--- src/rtl/eight_bit_subtractor.sv ---
// Registered unsigned subtractor: DIFF = A - B (mod 2^WIDTH) with borrow-out, one-cycle latency.
// Optional signed-overflow output OVF is enabled by defining SUB_SIGNED_OVF_EN.
module eight_bit_subtractor #(
    parameter int WIDTH = 8
) (
    input  logic             clk,
    input  logic             rst_n,
    input  logic             in_valid,
    input  logic [WIDTH-1:0] A,
    input  logic [WIDTH-1:0] B,
    output logic [WIDTH-1:0] DIFF,
    output logic             BORROW,
`ifdef SUB_SIGNED_OVF_EN
    output logic             OVF,
`endif
    output logic             out_valid
);

    logic [WIDTH-1:0] diff_next;
    logic [WIDTH:0]   borrow_chain;
    logic [WIDTH-1:0] diff_reg;
    logic             borrow_reg;
    logic             valid_reg;

    assign borrow_chain[0] = 1'b0;

    // Ripple chain of full-subtractor cells; borrow propagates LSB to MSB.
    generate
        for (genvar gi = 0; gi < WIDTH; gi++) begin : g_cell
            assign diff_next[gi]      = A[gi] ^ B[gi] ^ borrow_chain[gi];
            assign borrow_chain[gi+1] = (~A[gi] & B[gi])
                                      | (~(A[gi] ^ B[gi]) & borrow_chain[gi]);
        end
    endgenerate

    always_ff @(posedge clk or negedge rst_n) begin
        if (!rst_n) begin
            diff_reg   <= '0;
            borrow_reg <= 1'b0;
            valid_reg  <= 1'b0;
        end else begin
            valid_reg <= in_valid;
            if (in_valid) begin
                diff_reg   <= diff_next;
                borrow_reg <= borrow_chain[WIDTH];
            end
        end
    end

    assign DIFF      = diff_reg;
    assign BORROW    = borrow_reg;
    assign out_valid = valid_reg;

`ifdef SUB_SIGNED_OVF_EN
    logic ovf_next;
    logic ovf_reg;

    // Signed overflow only possible when operand signs differ.
    assign ovf_next = (A[WIDTH-1] ^ B[WIDTH-1]) & (diff_next[WIDTH-1] ^ A[WIDTH-1]);

    always_ff @(posedge clk or negedge rst_n) begin
        if (!rst_n) begin
            ovf_reg <= 1'b0;
        end else if (in_valid) begin
            ovf_reg <= ovf_next;
        end
    end

    assign OVF = ovf_reg;
`endif

endmodule

--- config.mk ---
export PLATFORM = sky130hd
export DESIGN_NAME = eight_bit_subtractor
export DESIGN_NICKNAME = d
export VERILOG_FILES = /design/src/rtl/eight_bit_subtractor.sv
export SDC_FILE = /design/constraint.sdc
export NUM_CORES = 1
export LEC_CHECK = 0
export CELL_PAD_IN_SITES_DETAIL_PLACEMENT = 0
export CELL_PAD_IN_SITES_GLOBAL_PLACEMENT = 1
export CORE_MARGIN = 8
export CORE_UTILIZATION = 29
export DETAILED_ROUTE_END_ITERATION = 7
export GPL_TIMING_DRIVEN = 0
export PLACE_DENSITY_LB_ADDON = 0.05
export SETUP_SLACK_MARGIN = 0.4
export SLEW_MARGIN = 40
export SYNTH_ARGS = -nofsm -noshare
export SYNTH_HDL_FRONTEND = slang
export SYNTH_SLANG_ARGS = --single-unit
--- constraint.sdc ---
create_clock -name clk -period 0.8 [get_ports clk]
set_input_delay 0.08 -clock clk [delete_from_list [all_inputs] [get_ports clk]]
set_output_delay 0.08 -clock clk [all_outputs]
set_load 0.1 [all_outputs]
==> impl_summary.txt, run 1 <==
----------------------------------------------------
[Global route]
  Overall fraction of global-route tracks in use ... 7.90%
  Global-route wire length before repair ... 2.15 mm
  Total overflow reported by the global router ... 0
  Vias in the first global route ... 482
  Number of antenna violations at the first check in global routing ... 0
  Maximum number of pins on one net before global-route repair ... 11

[Die]
  Count of standard-cell rows ... 16
  CORE AREA ... 0.00192 mm²
  Total Die Area ... 0.00370 mm²
  Die Width ... 60.8 µm
  Initial Utilization ... 30.3%
  Number of I/O pins ... 29
  Die H ... 60.8 µm

[Run]
  Count of max-cap constraint violations ... 0

[Placement]
  Port Buf Inserts ... 28
  Final weighted congestion of routability-driven global placement ... 0.609
  Dpl cells ... 101
  Placed cell areas ... 926 µm²
  Post-Place Worst Slack ... -2.98 ns
  Placed wire-length estimate after detailed placement ... 1.03 mm

[Yosys]
  Post-synthesis share of cell area spent on full adders, half adders and majority gates ... 26.2%
  Cell area after synthesis ... 582 µm²
  Most used standard cell by instance count after synthesis ... sky130_fd_sc_hd__inv_1
  Share of cell area taken by muxes after synthesis ... 17.2%
  Simple-gate portion of the synthesized area ... 0%
  Number of storage elements in the synthesis netlist ... 10
  Most common library cells after synthesis ... sky130_fd_sc_hd__inv_1, sky130_fd_sc_hd__dfrtp_1, sky130_fd_sc_hd__fa_1, sky130_fd_sc_hd__mux2i_1, sky130_fd_sc_hd__mux2_4
  Yosys Warn Count ... 0
  Async set or reset register ratio after synthesis ... 100%
  Unique cell type count in the Yosys netlist ... 7
  Synth Area in XOR/XNOR ... 0%
  Number of enable flip-flop cells after synthesis ... 0
  Largest family of logic cells by synthesized area ... adder cells
  Synth Area per Inst ... 12.6 µm²
  Leading cell types by total area after synthesis ... sky130_fd_sc_hd__dfrtp_1, sky130_fd_sc_hd__fa_1, sky130_fd_sc_hd__mux2i_1, sky130_fd_sc_hd__inv_1, sky130_fd_sc_hd__mux2_4
  Share of the yosys chip area belonging to registers ... 43.0%
  Cell taking the most area after synthesis ... sky130_fd_sc_hd__dfrtp_1
  Gate Count Post-Synth ... 46
  Post-Synthesis Net Count ... 73
  Prevailing post-synth register cell ... sky130_fd_sc_hd__dfrtp_1
  Area fraction of the dominant cell type after synthesis ... 43.0%
  Complex-gate fraction of the synthesized area ... 0%

[Outcome]
  Violations in the final reports ... negative hold slack, negative setup slack
  Result of the run ... complete, but fails checks

[Routing]
  Remaining number of nets flagged by the antenna check after routing ... 0
  Wire length per cell ... 11.7 µm
  Post-route DRC ... 0
  Initial DRC count ... 0
  Ratio of routed vias to standard cells ... 3.94
  First-pass DRT Iterations ... 1
  Routed wire length ... 1.25 mm
  Via count ... 418

[STA]
  Total negative slack ... -10.66 ns
  Setup repair after global routing missed its margin ... yes
  Final Hold Violating Endpoints ... 10
  Final worst clock skew ... 0 ns
  Maximum clock frequency ... 342 MHz
  Worst hold margin ... -0.126 ns
  Post-route clock period utilization ... 365%
  Minimum period implied by the final worst setup slack ... 2.92 ns
  Transition time of the tightest slew-check pin ... 0.470 ns
  Fin. max-slew vios ... 0
  Relative max-transition margin ... 68.7%
  Setup WS post-layout ... -2.12 ns
  Setup violations, final ... 18

[Final layout]
  Net count of the finished layout ... 108
  Inserted Diodes ... 0
  Post-Layout Cell Count ... 106
  Final design instance area without fill ... 0.00113 mm²
  Fraction of final layout cells with drive strength greater than 1 ... 57.0%
  Relative area change from synthesis to final layout ... 94.0%
  Post-Route Utilization ... 58.7%

[Worst setup path]
  Arrival time of the worst setup path ... 3.06 ns
  Crit end category ... register
  Crit path launch ... A[0]
  Top fanout value on the critical path ... 1
  Worst-case register-to-register setup slack ... -0.07 ns
  Worst EP required ... 0.94 ns
  Launch instance of the worst register-to-register path ... DIFF[1]$_DFFE_PN0P_
  Critical register-to-register path endpoint ... DIFF[1]$_DFFE_PN0P_
  Destination of the critical timing path ... DIFF[7]$_DFFE_PN0P_
  Count of cells along the worst register-to-register path ... 1
  CP Class ... input port to register
  Kind of start point of the critical path ... input port

[Clock network]
  Reg clk slew, reported paths ... 0.07 ns
  H-Tree Level Count ... 1
  Number of clock buffers inserted by TritonCTS ... 3
  Later-pin clock latency in the skew report ... 0.25 ns
  Clk sink count ... 10
  Clk root buf ... sky130_fd_sc_hd__clkbuf_4
  Bufs on Longest Clock Path ... 2
  Clock tree from TritonCTS ... built

[Min path]
  Hold/Removal Path Class ... input port to async pin

[Pwr]
  Power per unit of standard cell area ... 2380 mW/mm²
  Power, Total ... 2.69 mW
  LEAKAGE ... 0.519 nW
  Max rail drop VDD ... 0.00120 V

----------------------------------------------------
==> critical path, cell delays in order <==
cell	delay, ns
sky130_fd_sc_hd__buf_8	0.09
sky130_fd_sc_hd__inv_12	0.03
sky130_fd_sc_hd__ha_4	0.14
sky130_fd_sc_hd__inv_2	0.04
sky130_fd_sc_hd__fa_2	0.18
sky130_fd_sc_hd__inv_2	0.04
sky130_fd_sc_hd__fa_2	0.34
sky130_fd_sc_hd__fa_2	0.36
sky130_fd_sc_hd__fa_2	0.35
sky130_fd_sc_hd__fa_2	0.35
sky130_fd_sc_hd__fa_2	0.34
sky130_fd_sc_hd__inv_2	0.06
sky130_fd_sc_hd__fa_2	0.41
sky130_fd_sc_hd__mux2_4	0.26
==> per-layer routing <==
layer	part of all wire, %	GRT usage [%]	wire length (µm)	vias to the layer above
li1	-	-	-	196
met1	38	8.70	473	205
met2	50	12.5	622	17
met3	12	4.24	149	0
met4	0	2.99	0	0
met5	0	0	0	-
==> power by group <==
part           internal [mW]  switching, mW  total (mW)
combinational          0.613          0.958        1.57
sequential             0.674          0.109       0.783
clock                  0.173          0.163       0.336
total                   1.46           1.23        2.69
==> worst min-delay path by stage <==
stage          depth (start not counted)                  end  slack (ns)
2_1_floorplan                          0   BORROW$_DFFE_PN0P_       -0.22
3_3_place_gp                           1  DIFF[2]$_DFFE_PN0P_        0.45
3_5_place_dp                           1  DIFF[1]$_DFFE_PN0P_        0.45
4_1_cts                                1  DIFF[2]$_DFFE_PN0P_       -0.10
5_1_grt                                1  DIFF[3]$_DFFE_PN0P_       -0.09
6_report                               1  DIFF[3]$_DFFE_PN0P_       -0.13
==> cells by family after synthesis <==
kind of cell / Yosys count
buffers and inverters: 19
DFF: 10
muxes: 9
adders and majority gates: 8
==> layout by cell type, fill, tap and decap left out, drive strengths merged <==
cell           netlist  routed
inv                 18      18
buf                  1      15
clkdlybuf4s50        0      11
dfrtp               10      10
mux2i                7       7
fa                   7       7
clkbuf               0       3
dlygate4sd2          0       3
mux2                 2       2
clkdlybuf4s15        0       2
ha                   1       1
==> timing repair <==
action,CTS,global route
resized for setup,60,1
hold endpoints to repair,10,10
cloned,0,0
setup buffers,2,0
endpoints found under the setup margin,29,19
==> registers in the layout, summed over array words and instances, names as in the netlist <==
name,flops
DIFF,8
BORROW,1
out_valid,1
==> final cells by class <==
cell class	instances	area, µm²
fill	169	793
buffer	1	11.3
inverter	18	80.1
multi-input combinational	17	283
tap	27	33.8
clock buffer	3	22.5
timing repair buffer	30	410
sequential	10	288
(Power assumes the default switching activity.)
==> inputs of run 2 (changes only) <==
Settings changed: MAX_ROUTING_LAYER set to met4.
==> run 2 against run 1 <==
Against the previous run:
- global-route usage rose by 0.22 points
- clock power hardly changed
- worst setup slack is essentially flat
- the run still ends with negative hold slack, negative setup slack left
- sequential power hardly changed
- final cell count did not move
- highest routed layer unchanged
- count of clock-buffer cells in the layout did not move
- worst hold slack is essentially flat
==> impl_summary.txt, run 2 (synthesized netlist as in run 1, its figures left out) <==
----------------------------------------------------
[Routing]
  Routed wire length ... 1.25 mm
  Remaining number of nets flagged by the antenna check after routing ... 0
  Post-route DRC ... 0
  Ratio of routed vias to standard cells ... 3.94
  Via count ... 418
  Initial DRC count ... 0
  First-pass DRT Iterations ... 1
  Wire length per cell ... 11.7 µm

[Final layout]
  Most frequent cells in the layout ... sky130_fd_sc_hd__inv_1, sky130_fd_sc_hd__clkdlybuf4s50_1, sky130_fd_sc_hd__buf_12
  Max FFs per register ... 8
  Fraction of final layout cells with drive strength greater than 1 ... 57.0%
  Post-Route Utilization ... 58.7%
  Relative area change from synthesis to final layout ... 94.0%
  Inserted Diodes ... 0
  Net count of the finished layout ... 108

[Min path]
  Hold/Removal Path Class ... input port to async pin

[Pwr]
  Power per unit of standard cell area ... 2380 mW/mm²
  Max rail drop VDD ... 0.00120 V
  LEAKAGE ... 0.519 nW

[Global route]
  Number of antenna violations at the first check in global routing ... 0
  Total overflow reported by the global router ... 0
  Global-route wire length before repair ... 2.15 mm
  Maximum number of pins on one net before global-route repair ... 11
  Overall fraction of global-route tracks in use ... 8.13%
  Vias in the first global route ... 482

[Clock network]
  Later-pin clock latency in the skew report ... 0.25 ns
  H-Tree Level Count ... 1
  Clock tree from TritonCTS ... built
  Clk sink count ... 10
  Clk root buf ... sky130_fd_sc_hd__clkbuf_4
  Number of clock buffers inserted by TritonCTS ... 3
  Reg clk slew, reported paths ... 0.07 ns
  Bufs on Longest Clock Path ... 2

[Die]
  Number of I/O pins ... 29
  Die Width ... 60.8 µm
  CORE AREA ... 0.00192 mm²
  Initial Utilization ... 30.3%
  Count of standard-cell rows ... 16
  Total Die Area ... 0.00370 mm²
  Die H ... 60.8 µm

[STA]
  Fin. max-slew vios ... 0
  Setup repair after global routing missed its margin ... yes
  Final Hold Violating Endpoints ... 10
  Relative max-transition margin ... 68.7%
  Post-route clock period utilization ... 365%
  Transition time of the tightest slew-check pin ... 0.470 ns
  Final worst clock skew ... 0 ns
  Worst hold margin ... -0.126 ns
  Minimum period implied by the final worst setup slack ... 2.92 ns
  Maximum clock frequency ... 342 MHz
  Setup WS post-layout ... -2.12 ns
  Setup violations, final ... 18

[Worst setup path]
  Arrival time of the worst setup path ... 3.06 ns
  Worst-case register-to-register setup slack ... -0.07 ns
  Worst EP required ... 0.94 ns
  Critical register-to-register path endpoint ... DIFF[1]$_DFFE_PN0P_
  CP Class ... input port to register
  Crit end category ... register
  Kind of start point of the critical path ... input port
  Launch instance of the worst register-to-register path ... DIFF[1]$_DFFE_PN0P_
  Top fanout value on the critical path ... 1
  Count of cells along the worst register-to-register path ... 1

[Placement]
  Port Buf Inserts ... 28
  Final weighted congestion of routability-driven global placement ... 0.614
  Placed wire-length estimate after detailed placement ... 1.03 mm

[Outcome]
  Violations in the final reports ... negative hold slack, negative setup slack
  Result of the run ... complete, but fails checks

[Run]
  Count of max-cap constraint violations ... 0

----------------------------------------------------
## run 2: cell type report
class                   instances  area, µm²
fillers                       169        793
flip-flops and latches         10        288
repair buffers                 30        410
inverters                      18       80.1
well taps                      27       33.8
clock buffers                   3       22.5
multi-input cells              17        283
plain buffers                   1       11.3
## run 2: power breakdown
part           switching, mW  leakage [nW]  internal (mW)
Combinational          0.959         0.397          0.613
Sequential             0.109         0.107          0.674
Clock                  0.163        0.0138          0.173
## run 2: routing by layer
layer	track usage, %	vias up	wire length, µm
met4	2.99	0	0
met5	-	-	0
met1	9.07	205	497
met3	3.60	0	125
li1	-	196	-
met2	12.5	17	622
## run 2: timing repair
action	in CTS	in global routing
resized for setup	60	1
endpoints found under the setup margin	29	19
hold endpoints to repair	10	10
setup buffers	2	0
## run 2: per-stage QoR
step | setup TNS (ns) | std cells | power, mW | worst slack, ns | cell area (µm²)
final | -10.66 | 106 | 2.69 | -2.12 | 1130
after global routing | -11.32 | 106 | 2.81 | -2.19 | 1130
after CTS | -10.86 | 106 | 2.73 | -2.14 | 1130
after detailed placement | -17.11 | 101 | 1.98 | -2.98 | 926
after global placement | -24.33 | 101 | 2.07 | -2.96 | 976
after floorplan | -9.69 | 46 | 1.71 | -2.23 | 662
## run 2: critical path, stage by stage
cell,delay [ns]
sky130_fd_sc_hd__buf_8,0.09
sky130_fd_sc_hd__inv_12,0.03
sky130_fd_sc_hd__ha_4,0.14
sky130_fd_sc_hd__inv_2,0.04
sky130_fd_sc_hd__fa_2,0.18
sky130_fd_sc_hd__inv_2,0.04
sky130_fd_sc_hd__fa_2,0.34
sky130_fd_sc_hd__fa_2,0.36
sky130_fd_sc_hd__fa_2,0.35
sky130_fd_sc_hd__fa_2,0.35
sky130_fd_sc_hd__fa_2,0.34
sky130_fd_sc_hd__inv_2,0.06
sky130_fd_sc_hd__fa_2,0.41
sky130_fd_sc_hd__mux2_4,0.26
## run 2: worst max-delay path by stage
stage	from	end	slack, ns	depth (start not counted)
after floorplan	A[0]	DIFF[7]$_DFFE_PN0P_	-2.23	13
after detailed placement	A[0]	DIFF[7]$_DFFE_PN0P_	-2.98	14
after global routing	A[0]	DIFF[7]$_DFFE_PN0P_	-2.19	14
final	A[0]	DIFF[7]$_DFFE_PN0P_	-2.12	14
after global placement	A[0]	DIFF[7]$_DFFE_PN0P_	-2.96	14
after CTS	A[0]	DIFF[7]$_DFFE_PN0P_	-2.14	14
